--- src/rtl/arcade_input_pkg.sv ---
// arcade_input_pkg
//   Shared constants and types for the arcade input mapper:
//   - PS/2 scan codes (9 bits, bit 8 = E0 extended prefix)
//   - joystick word bit positions
//   - indices into the keyboard key-state vector
//   - rotation mode and coin FSM state enums
//   - rotate_dir(): orientation remap of a {U,D,L,R} direction nibble
`timescale 1ns/1ps
package arcade_input_pkg;

  // Player 1 keys
  localparam logic [8:0] SC_P1_UP    = 9'h175;
  localparam logic [8:0] SC_P1_DOWN  = 9'h172;
  localparam logic [8:0] SC_P1_LEFT  = 9'h16B;
  localparam logic [8:0] SC_P1_RIGHT = 9'h174;
  localparam logic [8:0] SC_P1_B0A   = 9'h029;
  localparam logic [8:0] SC_P1_B0B   = 9'h014;
  localparam logic [8:0] SC_P1_B1    = 9'h011;
  // Player 2 keys
  localparam logic [8:0] SC_P2_UP    = 9'h02D;
  localparam logic [8:0] SC_P2_DOWN  = 9'h02B;
  localparam logic [8:0] SC_P2_LEFT  = 9'h023;
  localparam logic [8:0] SC_P2_RIGHT = 9'h034;
  localparam logic [8:0] SC_P2_B0    = 9'h01C;
  // System keys
  localparam logic [8:0] SC_START0   = 9'h005;
  localparam logic [8:0] SC_START1   = 9'h006;
  localparam logic [8:0] SC_COIN     = 9'h02E;

  // Joystick word bit positions; direction nibbles use the same order
  localparam int JOY_R    = 0;
  localparam int JOY_L    = 1;
  localparam int JOY_D    = 2;
  localparam int JOY_U    = 3;
  localparam int JOY_BTN0 = 4;

  // Key-state vector layout. Both button-0 keys of player 1 keep their own
  // bit so releasing one while the other is held leaves the button pressed.
  localparam int K_P1_U   = 0;
  localparam int K_P1_D   = 1;
  localparam int K_P1_L   = 2;
  localparam int K_P1_R   = 3;
  localparam int K_P1_B0A = 4;
  localparam int K_P1_B0B = 5;
  localparam int K_P1_B1  = 6;
  localparam int K_P2_U   = 7;
  localparam int K_P2_D   = 8;
  localparam int K_P2_L   = 9;
  localparam int K_P2_R   = 10;
  localparam int K_P2_B0  = 11;
  localparam int K_START0 = 12;
  localparam int K_START1 = 13;
  localparam int K_COIN   = 14;
  localparam int KEY_N    = 15;

  typedef enum logic [1:0] {
    ROT_NONE = 2'd0,
    ROT_CW   = 2'd1,
    ROT_180  = 2'd2,
    ROT_CCW  = 2'd3
  } rot_e;

  typedef enum logic [1:0] {
    IDLE  = 2'd0,
    PULSE = 2'd1,
    GAP   = 2'd2
  } coin_state_e;

  // Input and result are both indexed by JOY_U/D/L/R.
  function automatic logic [3:0] rotate_dir(input logic [3:0] d, input rot_e r);
    logic [3:0] o;
    o = d;
    case (r)
      ROT_CW:  o = {d[JOY_L], d[JOY_R], d[JOY_D], d[JOY_U]};
      ROT_180: o = {d[JOY_D], d[JOY_U], d[JOY_R], d[JOY_L]};
      ROT_CCW: o = {d[JOY_R], d[JOY_L], d[JOY_U], d[JOY_D]};
      default: o = d;
    endcase
    return o;
  endfunction

endpackage

--- src/rtl/arcade_input_mapper_coin.sv ---
// arcade_coin_pulser
//   Turns rising edges of a coin request into fixed-length coin pulses with
//   a guaranteed low gap of the same length. One request arriving during a
//   pulse or gap is remembered and served after the gap; further ones drop.
// Ports:
//   clk_sys  - system clock
//   I_RESETn - asynchronous active-low reset
//   trigger  - coin request level (edge detected here)
//   coin     - registered coin pulse, active high
`timescale 1ns/1ps
module arcade_coin_pulser
  import arcade_input_pkg::*;
#(
  parameter int COIN_PULSE = 2457600,
  parameter int CNT_W      = 22
) (
  input  logic clk_sys,
  input  logic I_RESETn,
  input  logic trigger,
  output logic coin
);

  localparam logic [CNT_W-1:0] RELOAD = CNT_W'(COIN_PULSE - 1);

  coin_state_e      state_q, state_d;
  logic [CNT_W-1:0] cnt_q, cnt_d;
  logic             pend_q, pend_d;
  logic             coin_q, coin_d;
  logic             trig_prev_q;
  logic             edge_q;

  always_comb begin
    state_d = state_q;
    cnt_d   = cnt_q;
    pend_d  = pend_q;
    coin_d  = coin_q;
    case (state_q)
      IDLE: begin
        if (edge_q) begin
          state_d = PULSE;
          cnt_d   = RELOAD;
          coin_d  = 1'b1;
        end
      end
      PULSE: begin
        if (edge_q) pend_d = 1'b1;
        if (cnt_q == '0) begin
          state_d = GAP;
          coin_d  = 1'b0;
          cnt_d   = RELOAD;
        end else begin
          cnt_d = cnt_q - CNT_W'(1);
        end
      end
      GAP: begin
        if (cnt_q == '0) begin
          if (pend_q || edge_q) begin
            state_d = PULSE;
            cnt_d   = RELOAD;
            coin_d  = 1'b1;
            // A queued request is consumed; a fresh edge on this same cycle
            // becomes the new queued one.
            pend_d  = pend_q & edge_q;
          end else begin
            state_d = IDLE;
          end
        end else begin
          cnt_d = cnt_q - CNT_W'(1);
          if (edge_q) pend_d = 1'b1;
        end
      end
      default: begin
        state_d = IDLE;
        coin_d  = 1'b0;
        pend_d  = 1'b0;
        cnt_d   = '0;
      end
    endcase
  end

  always_ff @(posedge clk_sys or negedge I_RESETn) begin
    if (!I_RESETn) begin
      state_q     <= IDLE;
      cnt_q       <= '0;
      pend_q      <= 1'b0;
      coin_q      <= 1'b0;
      trig_prev_q <= 1'b0;
      edge_q      <= 1'b0;
    end else begin
      state_q     <= state_d;
      cnt_q       <= cnt_d;
      pend_q      <= pend_d;
      coin_q      <= coin_d;
      trig_prev_q <= trigger;
      edge_q      <= trigger & ~trig_prev_q;
    end
  end

  assign coin = coin_q;

endmodule

--- src/rtl/arcade_input_mapper.sv ---
// arcade_input_mapper
//   Merges PS/2 keyboard events and per-player joystick words into registered
//   per-player direction/button/start lines, applies screen-rotation remap and
//   drives a timed coin pulse.
//   Optional build macro INPUT_SOCD_EN: after rotation, opposing directions
//   pressed together (up+down, left+right) are both cleared.
// Ports:
//   clk_sys   - system clock
//   I_RESETn  - asynchronous active-low reset
//   ps2_key   - [10] event toggle, [9] pressed, [8:0] scan code
//   joystick  - 16-bit word per player
//   merge     - OR all joysticks into every player
//   rotate    - 0 none, 1 cw90, 2 180, 3 ccw90
//   auto_coin - any start press also requests a coin
//   dir       - per player {up,down,left,right}
//   btn       - per player BUTTONS fire buttons
//   start     - per player start
//   coin      - coin pulse
`timescale 1ns/1ps
module arcade_input_mapper
  import arcade_input_pkg::*;
#(
  parameter int PLAYERS    = 2,
  parameter int BUTTONS    = 2,
  parameter int COIN_PULSE = 2457600,
  parameter int CNT_W      = 22
) (
  input  logic                       clk_sys,
  input  logic                       I_RESETn,
  input  logic [10:0]                ps2_key,
  input  logic [16*PLAYERS-1:0]      joystick,
  input  logic                       merge,
  input  logic [1:0]                 rotate,
  input  logic                       auto_coin,
  output logic [4*PLAYERS-1:0]       dir,
  output logic [BUTTONS*PLAYERS-1:0] btn,
  output logic [PLAYERS-1:0]         start,
  output logic                       coin
);

  localparam int COIN_BIT = JOY_BTN0 + BUTTONS + PLAYERS;

  logic [KEY_N-1:0]           key_q, key_d;
  logic                       tog_q;
  logic [4*PLAYERS-1:0]       dir_q, dir_d;
  logic [BUTTONS*PLAYERS-1:0] btn_q, btn_d;
  logic [PLAYERS-1:0]         start_q, start_d;

  logic [15:0] joy_or;
  logic [16:0] joy_or_x;
  logic [3:0]  key_start;
  logic        coin_src;
  logic        unused_top;

  // Keyboard decode: an event is a change of the toggle bit.
  always_comb begin
    key_d = key_q;
    if (ps2_key[10] != tog_q) begin
      case (ps2_key[8:0])
        SC_P1_UP:    key_d[K_P1_U]   = ps2_key[9];
        SC_P1_DOWN:  key_d[K_P1_D]   = ps2_key[9];
        SC_P1_LEFT:  key_d[K_P1_L]   = ps2_key[9];
        SC_P1_RIGHT: key_d[K_P1_R]   = ps2_key[9];
        SC_P1_B0A:   key_d[K_P1_B0A] = ps2_key[9];
        SC_P1_B0B:   key_d[K_P1_B0B] = ps2_key[9];
        SC_P1_B1:    key_d[K_P1_B1]  = ps2_key[9];
        SC_P2_UP:    key_d[K_P2_U]   = ps2_key[9];
        SC_P2_DOWN:  key_d[K_P2_D]   = ps2_key[9];
        SC_P2_LEFT:  key_d[K_P2_L]   = ps2_key[9];
        SC_P2_RIGHT: key_d[K_P2_R]   = ps2_key[9];
        SC_P2_B0:    key_d[K_P2_B0]  = ps2_key[9];
        SC_START0:   key_d[K_START0] = ps2_key[9];
        SC_START1:   key_d[K_START1] = ps2_key[9];
        SC_COIN:     key_d[K_COIN]   = ps2_key[9];
        default:     ;
      endcase
    end
  end

  always_comb begin
    joy_or = '0;
    for (int p = 0; p < PLAYERS; p++) begin
      joy_or = joy_or | joystick[16*p +: 16];
    end
  end

  // Start lines come from the keys and from any joystick; start keys for
  // players beyond PLAYERS fall off the slice.
  assign key_start = {2'b00, key_q[K_START1], key_q[K_START0]};
  assign start_d   = key_start[PLAYERS-1:0] | joy_or[JOY_BTN0+BUTTONS +: PLAYERS];

  // The coin bit can sit one past the 16-bit word for the largest
  // configuration; the zero extension makes that joystick coin bit inert.
  assign joy_or_x  = {1'b0, joy_or};
  assign coin_src  = key_q[K_COIN] | joy_or_x[COIN_BIT] | (auto_coin & (|start_q));

  for (genvar gi = 0; gi < PLAYERS; gi++) begin : g_player
    logic [15:0] src;
    logic [3:0]  kdir;
    logic [7:0]  kbtn;
    logic [3:0]  rot_dir;
    logic [3:0]  out_dir;
    logic        unused_src;

    assign src = merge ? joy_or : joystick[16*gi +: 16];

    // Only players 1 and 2 have keyboard bindings.
    always_comb begin
      kdir = '0;
      kbtn = '0;
      if (gi == 0) begin
        kdir[JOY_U] = key_q[K_P1_U];
        kdir[JOY_D] = key_q[K_P1_D];
        kdir[JOY_L] = key_q[K_P1_L];
        kdir[JOY_R] = key_q[K_P1_R];
        kbtn[0]     = key_q[K_P1_B0A] | key_q[K_P1_B0B];
        kbtn[1]     = key_q[K_P1_B1];
      end else if (gi == 1) begin
        kdir[JOY_U] = key_q[K_P2_U];
        kdir[JOY_D] = key_q[K_P2_D];
        kdir[JOY_L] = key_q[K_P2_L];
        kdir[JOY_R] = key_q[K_P2_R];
        kbtn[0]     = key_q[K_P2_B0];
      end
    end

    assign rot_dir = rotate_dir(kdir | src[3:0], rot_e'(rotate));

`ifdef INPUT_SOCD_EN
    always_comb begin
      out_dir = rot_dir;
      if (rot_dir[JOY_U] && rot_dir[JOY_D]) begin
        out_dir[JOY_U] = 1'b0;
        out_dir[JOY_D] = 1'b0;
      end
      if (rot_dir[JOY_L] && rot_dir[JOY_R]) begin
        out_dir[JOY_L] = 1'b0;
        out_dir[JOY_R] = 1'b0;
      end
    end
`else
    assign out_dir = rot_dir;
`endif

    assign dir_d[4*gi +: 4]             = out_dir;
    assign btn_d[BUTTONS*gi +: BUTTONS] = kbtn[BUTTONS-1:0] | src[JOY_BTN0 +: BUTTONS];
    assign unused_src                   = ^{src, kbtn};
  end

  assign unused_top = ^{joy_or_x, key_q};

  always_ff @(posedge clk_sys or negedge I_RESETn) begin
    if (!I_RESETn) begin
      key_q   <= '0;
      tog_q   <= 1'b0;
      dir_q   <= '0;
      btn_q   <= '0;
      start_q <= '0;
    end else begin
      key_q   <= key_d;
      tog_q   <= ps2_key[10];
      dir_q   <= dir_d;
      btn_q   <= btn_d;
      start_q <= start_d;
    end
  end

  assign dir   = dir_q;
  assign btn   = btn_q;
  assign start = start_q;

  arcade_coin_pulser #(
    .COIN_PULSE (COIN_PULSE),
    .CNT_W      (CNT_W)
  ) u_coin (
    .clk_sys  (clk_sys),
    .I_RESETn (I_RESETn),
    .trigger  (coin_src),
    .coin     (coin)
  );

endmodule
--- config.mk ---
export PLATFORM = sky130hd
export DESIGN_NAME = arcade_input_mapper
export DESIGN_NICKNAME = d
export VERILOG_FILES = /design/src/rtl/arcade_input_pkg.sv /design/src/rtl/arcade_input_mapper_coin.sv /design/src/rtl/arcade_input_mapper.sv
export SDC_FILE = /design/constraint.sdc
export NUM_CORES = 1
export LEC_CHECK = 0
export BUFFER_PORTS_ARGS = -buffer_cell sky130_fd_sc_hd__buf_4
export CAP_MARGIN = 10
export CORE_MARGIN = 2
export CORE_UTILIZATION = 40
export DETAILED_ROUTE_END_ITERATION = 7
export HOLD_SLACK_MARGIN = 0.06
export SKIP_CTS_REPAIR_TIMING = 1
export SYNTH_ARGS = -nofsm -noshare
export SYNTH_HDL_FRONTEND = slang
export SYNTH_SLANG_ARGS = --single-unit
--- constraint.sdc ---
create_clock -name clk_sys -period 2.2 [get_ports clk_sys]
set_input_delay 0.44 -clock clk_sys [delete_from_list [all_inputs] [get_ports clk_sys]]
set_output_delay 0.44 -clock clk_sys [all_outputs]
set_load 0.02 [all_outputs]
==> results.py <==
metrics = {
    "power_and_ir_drop": {
        "p_comb_share_pct": 42.0,
        "p_int_mw": 2.75,
        "clockPowerShare_pct": 23.5,
        "p_seq_share_pct": 34.4,
        "p_sw_share_pct": 36.1,
        "powerDensity_nw_per_um2": 986,
        "leakage_nw": 1.92,
        "p_sw_mw": 1.56,
        "vdd_drop_max_v": 0.000313,
    },
    "route": {
        "vias_per_cell": 5.62,
        "wl_um": 8370,
        "drt_iter0_markers": 139,
        "vias": 2982,
        "first_pass_iters": 5,
        "wl_per_cell_um": 15.8,
        "drc": 0,
        "ant_nets": 0,
    },
    "floorplanning": {
        "die_x_um": 95.4,
        "fp-row-count": 33,
        "core-area_sq_um": 8180,
        "dieArea_sq_um": 9110,
        "start_util_pct": 40.9,
        "die_h_um": 95.4,
        "num_io_pins": 64,
    },
    "sta": {
        "final_max_slew_viol_count": 0,
        "max_freq_ghz": 0.463,
        "max_slew_margin_pct": 50.7,
        "holdWs_ps": 167,
        "setup_violations": 0,
        "fin_worst_skew_ps": 3.34,
        "tns_ps": 0,
        "tightest_slew_ps": 740,
        "rsz0062_at_grt": "yes",
        "finalCriticalPeriod_ps": 2160,
        "finalCritPeriodShare_pct": 98.2,
        "hold_viol": 0,
    },
    "clocking": {
        "cts.sinks": 58,
        "path_clk_slew_ps": 60,
        "clockBufferDepth": 2,
        "cts_root_buffer": "clkbuf_8",
        "cts_tree": "yes",
        "htreeDepth": 3,
        "numCtsBuffers": 9,
        "clock_latency_ps": 340,
    },
    "global_route": {
        "grt_overflow_total": 0,
        "grt.busiest_layer": "met2",
        "grt_pass1_vias": 2908,
        "grt_util_met1_pct": 26.6,
        "use_met3_pct": 3.24,
        "grt_max_degree": 59,
        "grt_pass1_wl_um": 13800,
        "antenna_found_initial": 0,
        "globalRouteMet2Util_pct": 30.4,
        "globalRouteTotalUtil_pct": 19.6,
    },
    "flow_run": {
        "max-cap-violations": 0,
    },
    "finish": {
        "multi_input_area_sq_um": 1820,
        "areaGrowthSynthToFinish_pct": 30.8,
        "seq_area_sq_um": 1450,
        "drive_above_1_share_pct": 35.0,
        "fillers": 747,
        "finish.net_count": 477,
        "diodes": 0,
    },
    "synth": {
        "synth-main-ff-cell": "dfrtp_1",
        "ys_seq_area_share_pct": 43.4,
        "netlist-cell-type-count": 62,
        "synthArstFlopShare_pct": 100,
        "synth_edf_count": 0,
        "synthCells": 335,
        "ys_warn_count": 0,
        "synth-seq-cells": 58,
        "synthesis.nets": 390,
        "synthesis.area_sq_um": 3340,
        "synth.avg_cell_area_sq_um": 9.98,
    },
    "critical_path": {
        "cp_max_fo": 5,
        "cp_slowest_cell": "or4_4",
        "crit_path_end_kind": "flip-flop",
        "start_kind": "flip-flop",
        "crit_path_cell_trace": "or4_4 > or3_4 > o31a_1 > buf_6 > mux2i_1 > a21oi_1",
        "reg2reg_depth": 6,
        "crit_required_ps": 2460,
        "cpPeakStageDelay_ps": 540,
        "critical_path_arrival_ps": 2420,
        "path_class": "reg -> reg",
    },
    "placed_design": {
        "dp_hpwl_um": 6170,
        "io_buffers": 49,
        "routabilityCongestion": 0.865,
    },
    "run_status": {
        "status": "finished clean",
    },
    "hold_path": {
        "hold_path_class": "in -> async",
    },
}
power by group through the flow:
stage	sequential, mW	clock [mW]	combinational [mW]
floorplan	1.51	0	1.06
global placement	1.48	0	1.69
global route	1.52	1.10	1.98
finish	1.49	1.02	1.81
detailed placement	1.49	0	1.71
CTS	1.47	1.04	1.72
state kept, by name, indices dropped and copies added (netlist names), 2 cells and up:
| name | cells |
|---|---|
| u_coin.cnt_q | 22 |
| btn | 4 |
| key_q | 15 |
| dir | 8 |
| u_coin.state_q | 2 |
| start | 2 |
final cells by class:
cell class | instances | share of cell area (%)
Inverter | 10 | 0.858
Sequential cell | 58 | 33.2
Timing Repair Buffer | 95 | 16.7
Tap cell | 105 | 3.00
Multi-Input combinational cell | 248 | 41.6
Clock inverter | 2 | 0.801
Clock buffer | 13 | 3.86
worst max-delay path, delay by kind of cell, from the launching register on:
| kind | cells | cell delay, ps |
|---|---|---|
| simple gates | 2 | 970 |
| compound gates | 2 | 470 |
| flops | 1 | 370 |
| mux | 1 | 110 |
| buf+inv | 1 | 160 |
Yosys cell counts, drive strengths merged, types with 4 or more instances:
master   n  area, sq um
a211oi   9         67.6
or3      6         37.5
ha       6         75.1
nand2b   4         25.0
buf     10         75.1
dfrtp   58         1450
clkbuf   9         33.8
nor3b    4         30.0
o31ai    5         51.3
nor3    14         90.1
a41oi    5         43.8
inv     10         37.5
nand2   17         63.8
a31oi    6         37.5
mux2i   11          110
or4      7         56.3
o21ai    7         35.0
nor2    31          116
nor4    11         75.1
mux2    23          259
a21oi   21          109
nand3   10         50.1
nand4    5         31.3
per-stage QoR:
step | setup WS (ps) | power (mW) | std cells | util, % | instance area (sq um)
2_1_floorplan | -63.8 | 2.57 | 335 | - | 3360
3_3_place_gp | -34.8 | 3.17 | 512 | 49.8 | 4070
3_5_place_dp | -75.2 | 3.20 | 512 | 49.8 | 4070
4_1_cts | -105 | 4.23 | 527 | 52.3 | 4270
5_1_grt | -19.0 | 4.59 | 531 | 53.5 | 4370
6_report | 39.6 | 4.31 | 531 | 53.5 | 4370
path summary, 6_finish.rpt:
| check | endpoint | from | slack (ps) |
|---|---|---|---|
| hold / removal | u_coin.cnt_q[17]$_DFFE_PN0P_ | I_RESETn | 170 |
| max in group asynchronous | start[0]$_DFF_PN0_ | I_RESETn | 1550 |
| setup reg to reg | u_coin.cnt_q[12]$_DFFE_PN0P_ | u_coin.cnt_q[14]$_DFFE_PN0P_ | 40 |
| setup / recovery | u_coin.cnt_q[12]$_DFFE_PN0P_ | u_coin.cnt_q[14]$_DFFE_PN0P_ | 40 |
| min in group clk_sys | tog_q$_DFF_PN0_ | ps2_key[10] | 220 |
| hold reg to reg | u_coin.edge_q$_DFF_PN0_ | u_coin.trig_prev_q$_DFF_PN0_ | 400 |
cells by family (layout without fill, tap and decap cells):
logic type	count (synthesis)	count (layout)	share of synthesized area (%)
and+or+nand+nor	124	124	20.5
AOI/OAI and AO/OA	83	83	18.1
DFF	58	58	43.4
muxes	34	34	11.0
buffers and inverters	29	120	4.38
adders and majority gates	6	6	2.24
xor gates and xnor gates	1	1	0.262
per-layer routing:
metal  wire [um]  vias up
met2        4080       80
li1            -     1444
met3         350       13
met1        3810     1445
met5           0        -
met4         136        0
layout by cell type (no fill, tap or decap), drive strengths merged, types with 3 or more instances in the layout:
master and instances:
mux2 23, o21a 3, a41oi 5, dfrtp 58, o31ai 5, inv 10, o211a 3, clkbuf 13
o22a 3, nor3 14, o21ai 7, nor2 31, nand3b 3, nor3b 4, mux2i 11, nand4 5
buf 95, nand2 17, nor4 11, or2 3, or4 7, a211oi 9, or3 6, nand3 10
a21oi 21, ha 6, a31oi 6, nand2b 4
No activity file was read; power rests on OpenSTA's default activity.
